--- src/rtl/fifo_rd_sched.sv ---
// -----------------------------------------------------------------------------
// fifo_rd_sched
//   Read-side burst scheduler for a dual-clock FIFO, running entirely in the
//   read clock domain. It decides when to drain the FIFO: a full burst of BURST
//   words once that many are present, or a partial burst of whatever is there
//   after TIMEOUT cycles of waiting. It issues rdreq, absorbs the FIFO's one
//   cycle read latency and hands words downstream through a 2-entry skid buffer.
//
// Ports
//   clk_150     read-domain clock, rising edge
//   aclr_n      asynchronous active-low reset
//   en          scheduler enable
//   flush       drain request (pulse or level)
//   rdempty     FIFO empty
//   rdfull      FIFO full
//   rdusedw     FIFO word count (wraps to 0 when full)
//   q           FIFO read data, valid one cycle after rdreq
//   rdreq       FIFO read request
//   dout        word to the downstream stage
//   dout_valid  dout holds a word
//   dout_ready  downstream accepts dout
//   busy        scheduler active or words still held
//   underrun    sticky: a burst ended early because the FIFO ran dry
//   burst_cnt   completed bursts (full or partial), wraps
// -----------------------------------------------------------------------------
module fifo_rd_sched #(
    parameter int DW      = 16,
    parameter int AW      = 3,
    parameter int BURST   = 4,
    parameter int TIMEOUT = 16
) (
    input  logic          clk_150,
    input  logic          aclr_n,
    input  logic          en,
    input  logic          flush,
    input  logic          rdempty,
    input  logic          rdfull,
    input  logic [AW-1:0] rdusedw,
    input  logic [DW-1:0] q,
    output logic          rdreq,
    output logic [DW-1:0] dout,
    output logic          dout_valid,
    input  logic          dout_ready,
    output logic          busy,
    output logic          underrun,
    output logic [15:0]   burst_cnt
);

    localparam int CW  = AW + 1;            // holds 0..2^AW
    localparam int WCW = $clog2(TIMEOUT);

    localparam logic [CW-1:0]  LVL_MAX   = CW'(1 << AW);
    localparam logic [CW-1:0]  BURST_LEN = CW'(BURST);
    localparam logic [CW-1:0]  CNT_ONE   = CW'(1);
    localparam logic [WCW-1:0] WAIT_LAST = WCW'(TIMEOUT - 1);
    localparam logic [WCW-1:0] WAIT_ONE  = WCW'(1);

    typedef enum logic [1:0] {
        S_IDLE,
        S_WAIT,
        S_BURST,
        S_FLUSH
    } state_e;

    state_e         state_q, state_d;
    logic [CW-1:0]  len_q, len_d;
    logic [CW-1:0]  rd_cnt_q, rd_cnt_d, rd_cnt_nx;
    logic [WCW-1:0] wait_cnt_q, wait_cnt_d;
    logic [15:0]    burst_cnt_q, burst_cnt_d;
    logic           underrun_q, underrun_d;
    logic           inflight_q;

    // Skid buffer: two entries plus the word currently arriving on q, which
    // falls straight through to dout when the buffer is empty.
    logic [DW-1:0]  mem_q [2];
    logic [1:0]     occ_q, occ_d;
    logic           rd_ptr_q, rd_ptr_d;
    logic           wr_ptr;
    logic           pop_skid, push_skid;

    logic [CW-1:0]  lvl;
    logic [2:0]     pending;
    logic           s_rd;

    // rdusedw reads 0 on a full FIFO, so rdfull has to override it.
    assign lvl     = rdfull ? LVL_MAX : {1'b0, rdusedw};
    assign pending = {1'b0, occ_q} + {2'b00, inflight_q};
    assign s_rd    = ((state_q == S_BURST) && (rd_cnt_q < len_q)) || (state_q == S_FLUSH);
    // Counting the in-flight word against the two slots keeps the buffer from
    // ever overflowing, while still allowing one read per cycle when the
    // downstream drains every word as it falls through.
    assign rdreq   = s_rd && !rdempty && (pending < 3'd2);

    assign dout_valid = (occ_q != 2'd0) || inflight_q;
    assign dout       = (occ_q != 2'd0) ? mem_q[rd_ptr_q] : (inflight_q ? q : '0);
    assign pop_skid   = (occ_q != 2'd0) && dout_ready;
    // The arriving word is stored unless it went straight out this cycle.
    assign push_skid  = inflight_q && !((occ_q == 2'd0) && dout_ready);
    assign wr_ptr     = rd_ptr_q ^ occ_q[0];

    assign busy       = (state_q != S_IDLE) || dout_valid;
    assign underrun   = underrun_q;
    assign burst_cnt  = burst_cnt_q;

    always_comb begin
        occ_d = occ_q;
        case ({push_skid, pop_skid})
            2'b10:   occ_d = occ_q + 2'd1;
            2'b01:   occ_d = occ_q - 2'd1;
            default: occ_d = occ_q;
        endcase
        rd_ptr_d = pop_skid ? ~rd_ptr_q : rd_ptr_q;
    end

    always_comb begin
        // NOTE: every next-state signal gets its hold value first, so no path
        // through the case can leave one unassigned and infer a latch.
        state_d     = state_q;
        len_d       = len_q;
        wait_cnt_d  = wait_cnt_q;
        burst_cnt_d = burst_cnt_q;
        underrun_d  = underrun_q;
        rd_cnt_nx   = rdreq ? rd_cnt_q + CNT_ONE : rd_cnt_q;
        rd_cnt_d    = rd_cnt_nx;

        if (flush) begin
            // Flush beats everything, including a burst finishing this cycle.
            state_d = S_FLUSH;
        end else begin
            case (state_q)
                S_IDLE: begin
                    if (en) begin
                        if (lvl >= BURST_LEN) begin
                            state_d  = S_BURST;
                            len_d    = BURST_LEN;
                            rd_cnt_d = '0;
                        end else if (!rdempty) begin
                            state_d    = S_WAIT;
                            wait_cnt_d = '0;
                        end
                    end
                end
                S_WAIT: begin
                    wait_cnt_d = wait_cnt_q + WAIT_ONE;
                    if (lvl >= BURST_LEN) begin
                        state_d  = S_BURST;
                        len_d    = BURST_LEN;
                        rd_cnt_d = '0;
                    end else if (rdempty) begin
                        state_d = S_IDLE;
                    end else if (wait_cnt_q == WAIT_LAST) begin
                        state_d  = S_BURST;
                        len_d    = lvl;
                        rd_cnt_d = '0;
                    end else if (!en) begin
                        state_d = S_IDLE;
                    end
                end
                S_BURST: begin
                    // en is ignored here: a started burst always runs out.
                    if (rd_cnt_nx == len_q) begin
                        state_d     = S_IDLE;
                        burst_cnt_d = burst_cnt_q + 16'd1;
                    end else if (rdempty && !inflight_q) begin
                        state_d     = S_IDLE;
                        underrun_d  = 1'b1;
                        burst_cnt_d = burst_cnt_q + 16'd1;
                    end
                end
                S_FLUSH: begin
                    if (rdempty && !inflight_q) begin
                        state_d = S_IDLE;
                    end
                end
                default: state_d = S_IDLE;
            endcase
        end
    end

    // NOTE: state registers use non-blocking assignments so every flop samples
    // the pre-edge values regardless of statement order.
    always_ff @(posedge clk_150 or negedge aclr_n) begin
        if (!aclr_n) begin
            state_q     <= S_IDLE;
            len_q       <= '0;
            rd_cnt_q    <= '0;
            wait_cnt_q  <= '0;
            burst_cnt_q <= '0;
            underrun_q  <= 1'b0;
            inflight_q  <= 1'b0;
            occ_q       <= '0;
            rd_ptr_q    <= 1'b0;
        end else begin
            state_q     <= state_d;
            len_q       <= len_d;
            rd_cnt_q    <= rd_cnt_d;
            wait_cnt_q  <= wait_cnt_d;
            burst_cnt_q <= burst_cnt_d;
            underrun_q  <= underrun_d;
            inflight_q  <= rdreq;
            occ_q       <= occ_d;
            rd_ptr_q    <= rd_ptr_d;
        end
    end

    // NOTE: the data storage is deliberately left out of reset; occ_q gates
    // every read of it, so stale contents are never visible on dout.
    always_ff @(posedge clk_150) begin
        if (push_skid) begin
            mem_q[wr_ptr] <= q;
        end
    end

endmodule

--- config.mk ---
export PLATFORM = sky130hd
export DESIGN_NAME = fifo_rd_sched
export DESIGN_NICKNAME = d
export VERILOG_FILES = /design/src/rtl/fifo_rd_sched.sv
export SDC_FILE = /design/constraint.sdc
export NUM_CORES = 1
export LEC_CHECK = 0
export BUFFER_PORTS_ARGS = -buffer_cell sky130_fd_sc_hd__buf_4
export CAP_MARGIN = 25
export CORE_MARGIN = 1
export CORE_UTILIZATION = 50
export DETAILED_ROUTE_END_ITERATION = 7
export HOLD_SLACK_MARGIN = 0.08
export PLACE_DENSITY = 0.82
export SETUP_SLACK_MARGIN = 0.1
export SLEW_MARGIN = 30
export SYNTH_ARGS = -nofsm -noshare
export SYNTH_HDL_FRONTEND = slang
export SYNTH_SLANG_ARGS = --single-unit
--- constraint.sdc ---
create_clock -name clk_150 -period 3.9 [get_ports clk_150]
set_input_delay 0.78 -clock clk_150 [delete_from_list [all_inputs] [get_ports clk_150]]
set_output_delay 0.78 -clock clk_150 [all_outputs]
set_load 0.02 [all_outputs]
## After elaboration in Yosys (flattened, before gate mapping)

Memory sizes are Yosys's and may differ from the RTL's.
Cells that the tools add are included.

- Register bits after elaboration: 35
- Memories: 1
- Logic and storage cells: 101
- RAM bits: 32

Memory list:

| name | words | bits a word | read ports | clocked after Yosys merged registers in | wr ports | line | RTL |
|---|---|---|---|---|---|---|---|
| mem_q | 2 | 16 | 1 | 0 | 1 | 75 | `logic [DW-1:0] mem_q [2];` |

- Reduce and logical (&&, ||, !) cells: 25
- $lt $le $gt $ge: 3
- Bitwise gates (word level): 4
- Add/sub/neg operators: 6
- Mux-type cells: 37
- Equal/unequal tests: 16

Operator list:

| cell | number |
|---|---|
| $mux W16 | 4 |
| $mux W4 | 16 |
| $pmux W4 S2 | 3 |
| $mux W2 | 10 |
| $add A16 B1 Y16 const B | 1 |
| $reduce_bool A2 Y1 | 5 |
| $ne A3 B3 Y1 const B | 3 |
| $add A4 B1 Y4 const B | 2 |
| $ne A2 B2 Y1 const B | 4 |
| $pmux W2 S4 | 1 |
| $logic_and A1 B1 Y1 | 7 |
| $eq A2 B2 Y1 const B | 3 |
| $ne A6 B6 Y1 const B | 1 |
| $reduce_and A3 Y1 | 2 |
| $reduce_and A6 Y1 | 1 |
| $reduce_and A5 Y1 | 1 |
| $eq A2 B1 Y1 const B | 2 |
| $eq A4 B4 Y1 | 1 |
| $eq A4 B4 Y1 const B | 1 |
| $ge A4 B3 Y1 const B | 1 |
| $logic_not A2 Y1 | 2 |
| $lt A4 B4 Y1 | 1 |
| $ne A4 B4 Y1 const B | 1 |
| $pmux W2 S2 | 1 |
| other kinds (10) | 17 |

## Logic depth before layout (Yosys ltp)

- Depth after elaboration: 11
- Gate-level depth with buffers: 11
- Gate-level depth less buffers: 9

## Least setup slack after synthesis

OpenSTA, ideal clock, no wires.

- Path kind: reg-to-output
- From: reg rd_ptr_q
- To: out dout[10]
- Setup slack: 1.312 ns
- Arrival time: 1.808 ns
- Path buffers: 2
- Stages on the path, launching flop included: 5
- Path through: dfrtp_1 clkbuf_1 buf_1 mux2i_1 o21ai_0

- Word-level cells in the longest chain between the ends: 2

RTL lines:

| what | line | RTL |
|---|---|---|
| start: declaration | 77 | `logic rd_ptr_q, rd_ptr_d;` |
| start signal: assignment | 202 | `rd_ptr_q <= rd_ptr_d;` |
| $mem_v2 Z2 W16 | -- |  |
| $mux W16 | 95 | `assign dout = (occ_q != 2'd0) ? mem_q[rd_ptr_q] : (inflight_q ? q : '0);` |
| end: declaration | 41 | `output logic [DW-1:0] dout,` |

Every way passes these cells.

## Final worst setup path

- From: reg inflight_q
- To: reg burst_cnt_q[1] (netlist: burst_cnt[1])

- Word-level cells in the longest chain between the ends: 7
- Elaborated cells on any way between the ends: 10
- Classes of those cells: add/sub (1); order compare (1); eq/ne (1); mux (2); reduce/logical (5)

RTL lines:

| what | line | RTL |
|---|---|---|
| start: declaration | 71 | `logic inflight_q;` |
| start signal: assignment | 200 | `inflight_q <= rdreq;` |
| $add A2 B1 Y3 | 87 | `assign pending = {1'b0, occ_q} + {2'b00, inflight_q};` |
| $lt A3 B2 Y1 | 92 | `assign rdreq = s_rd && !rdempty && (pending < 3'd2);` |
| $logic_and A1 B1 Y1 | 92 |  |
| $mux W4 | 123 | `rd_cnt_nx = rdreq ? rd_cnt_q + CNT_ONE : rd_cnt_q;` |
| $eq A4 B4 Y1 | 161 | `if (rd_cnt_nx == len_q) begin` |
| $reduce_bool A2 Y1 (no line) | -- |  |
| $reduce_and A3 Y1 (no line) | -- |  |
| end signal: assignment | 198 | `burst_cnt_q <= burst_cnt_d;` |
| end: declaration | 69 | `logic [15:0] burst_cnt_q, burst_cnt_d;` |

Parallel ways exist; a longest one is shown, timed or not.
A chain may end at the register's enable or synchronous reset.

==> results.md <==
* CTS sink count at 67
* Post-Route WL at 6.54 mm
* Port Buf Inserts at 61
* Syn_area_per_cell at about 11 um2
* Clock Skews at just under 0.006 ns
* Seq/Total Area, Yosys at 0.548
* Wire per inst at 14.7 um
* I/O pins at 62
* Final Max Tran Viols at 0
* Synth Cell Area at about 3300 um2
* CP delay by family, top: compound AO/OA/AOI/OAI gates
* Avg Vias per Cell at between 5 and 6
* Async SR Flop Fraction at 0.522
* Max-slew headroom at 0.501
* Failing checks: design-rule violations
* Crit path capture type: flip-flop
* Number of distinct library cells after synthesis at 44
* Vias in the first global route at between 2000 and 2500
* Largest stage delay, worst path at 0.63 ns
* Design Power at 2.75 mW
* Gate Count Post-Synth at 302
* Antenna Violating Nets Remaining at 0
* Number of flops mapped to enable cells by yosys at 32
* Setup violators final at 0
* CTS tree: yes
* Synth Area in Simple Gates at 0.170
* Mux share of post-synthesis cell area at 0.0601
* DIE WIDTH at ~84 um
* Dpl hpwl at 4.62 mm
* Cts repair resizes at 0
* Post-synthesis xor/xnor area fraction at 0.0732
* CP most frequent cell: o31a_1
* H-tree levels at 3
* Worst slew pin tran at approximately 0.75 ns
* Finished Core Util at 0.635
* Initial antenna violation count at 0
* CTS Buffer Depth at 2
* Nets at 396
* Chip height at 83.8 um
* Maxcap violations at 0
* Compound-cell area share of the yosys netlist at 0.0930
* Iter 0 DRT Violations at 185
* Layout cells sized above 1 at 0.242
* FMAX at 327 MHz
* WP data arrival at roughly 3.3 ns
* Synth area leaders: edfxtp_1 29%, dfrtp_1 26%, mux2i_1 5.7%, xor2_1 4.7%, nand3_1 4.3%
* Largest net degree at the start of global routing at 36
* # hold bufs at CTS at 0
* Worst vdd ir at ~420 uV
* First-pass GRT wire length at ~11 mm
* Hold Vio Cnt, Final at 0
* Register area at 1840 um2
* Crit Path Max Fanout at 21
* Min Tclk post-route at 3.06 ns
* Yosys Warn Count at 0
* TritonCTS Buffers at 9
* Status: finished with violations
* Via Count at 2433
* Worst Hold Class: in2async
* Syn nets at 335
* #FFs+latches synth at 67
* CP Launch Type: flip-flop
* Initial Util at 0.522
* Largest family of logic cells by synthesized area: simple AND/OR/NAND/NOR gates
* Die ar. at approximately 7000 um2
* RSZ-0062 raised after global routing: no
* Core region area at 6420 um2
* Post-Layout Cell Count at between 400 and 500
* Ys flop type: dfrtp_1
* Clk root buf: clkbuf_8
* Fin crit share at 0.785
* Pleak at 1.80 nW
* Area occupied by multi-input gates at 1420 um2
* N_diodes at 0
* GR Util All Layers at 0.203
* GRT Residual Overflow at 0
* Post-Synth Adder-Cell Area at 0.0261
* Number of placed instances, taps included at 429
* Area growth, synth to finish at 21.8%
* FILL cells at between 500 and 600
* Clock transition at the registers of the reported paths at 0.07 ns
* WP buf/inv at 0
* Crit path kind: reg2reg
* Setup TNS at 0 ns
* Post-CTS Setup Bufs at 0
* Drt first pass iters at 8
* Drt drc at 12
* Power per cell area at around 670 nW/um2
* Area leader, netlist: edfxtp_1
* Cell row count at 29
* Gpl congestion at 0.903
* Critical-path top delay cell: dfrtp_1
* Synth top area share at 0.287
* Worst EP required at 4.13 ns
* Clock Latency Late Sink at 0.34 ns
* Cells along the critical path: a21boi_1, and2_1, o31a_1, mux2i_1, o31a_1, nand2b_1, mux2_2
==> cells in the final DEF, fill, tap and decap left out, types with 6 or more instances in the layout <==
cell type,Yosys,routed
buf_4,1,64
dfrtp_1,35,34
edfxtp_1,32,32
nand3_1,29,29
o21ai_0,26,26
nor2_1,24,23
nand2_1,20,20
mux2i_1,19,19
xor2_1,18,18
xnor2_1,10,10
inv_1,9,9
clkbuf_8,0,9
nand2b_1,7,7
and3_1,7,7
ha_1,7,7
nor3_1,6,6
==> through the flow <==
stage	worst slack, ns	hold slack, ns	instance area (um2)
after global placement	0.824	0.463	3860
after detailed placement	0.739	0.471	3860
final	0.839	0.379	4080
after floorplan	1.31	0.446	3350
after CTS	0.813	0.380	4080
after global routing	0.588	0.397	4080
==> layer usage <==
| metal | part of all wire | global-route usage | vias to the layer above |
|---|---|---|---|
| li1 | - | - | 1199 |
| met1 | 0.46 | 0.270 | 1156 |
| met2 | 0.47 | 0.312 | 69 |
| met3 | 0.050 | 0.0603 | 9 |
| met4 | 0.015 | 0.0831 | 0 |
| met5 | 0 | 0 | - |
==> Yosys cell counts, types with 6 or more instances <==
cell / count
and3_1: 7
clkbuf_1: 10
dfrtp_1: 35
edfxtp_1: 32
ha_1: 7
inv_1: 9
mux2i_1: 19
nand2_1: 20
nand2b_1: 7
nand3_1: 29
nor2_1: 24
nor3_1: 6
o21ai_0: 26
xnor2_1: 10
xor2_1: 18
==> worst paths after layout <==
| path | cells past startpoint | slack [ns] | end | startpoint |
|---|---|---|---|---|
| max | 7 | 0.84 | burst_cnt[1]$_DFFE_PN0P_ | inflight_q$_DFF_PN0_ |
| min | 1 | 0.38 | burst_cnt[4]$_DFFE_PN0P_ | aclr_n |
| max reg2reg | 7 | 0.84 | burst_cnt[1]$_DFFE_PN0P_ | inflight_q$_DFF_PN0_ |
| min reg2reg | 1 | 0.48 | burst_cnt[15]$_DFFE_PN0P_ | burst_cnt[15]$_DFFE_PN0P_ |
| max in group asynchronous | 1 | 3.18 | rd_ptr_q$_DFFE_PN0P_ | aclr_n |
| min in group clk_150 | 1 | 0.48 | burst_cnt[15]$_DFFE_PN0P_ | burst_cnt[15]$_DFFE_PN0P_ |
==> power breakdown <==
part | leakage (nW) | internal [mW] | total (mW) | switching (mW)
registers | 0.738 | 0.899 | 1.07 | 0.176
logic | 0.951 | 0.472 | 1.05 | 0.580
clock network | 0.109 | 0.358 | 0.623 | 0.265
==> worst reg2reg max path, cell delays in order, from the launching register on <==
cell,delay [ns]
dfrtp_1,0.63
a21boi_1,0.40
and2_1,0.18
o31a_1,0.33
mux2i_1,0.29
o31a_1,0.56
nand2b_1,0.23
mux2_2,0.34
==> cell families (layout without fill, tap and decap cells) <==
logic type / count (synthesis) / in the layout
compound gates: 47 / 47
xor+xnor: 28 / 28
flops: 67 / 67
simple gates: 110 / 110
fa+ha+maj: 7 / 7
buf+inv: 23 / 89
mux: 20 / 20
==> cell type report <==
class / instances / share of cell area
well taps: 77 / 0.0236
repair buffers: 64 / 0.118
clock inverters: 7 / 0.0224
inverters: 9 / 0.00828
multi-input cells: 212 / 0.347
clock buffers: 9 / 0.0304
flip-flops and latches: 67 / 0.450
==> state kept, by name (all words and copies together) (netlist names) <==
name and cells:
burst_cnt 16, inflight_q 1, len_q 4, mem_q 32, occ_q 2, rd_cnt_q 4
rd_ptr_q 1, state_q 2, underrun 1, wait_cnt_q 4
Power figures use the tool's default switching activity.
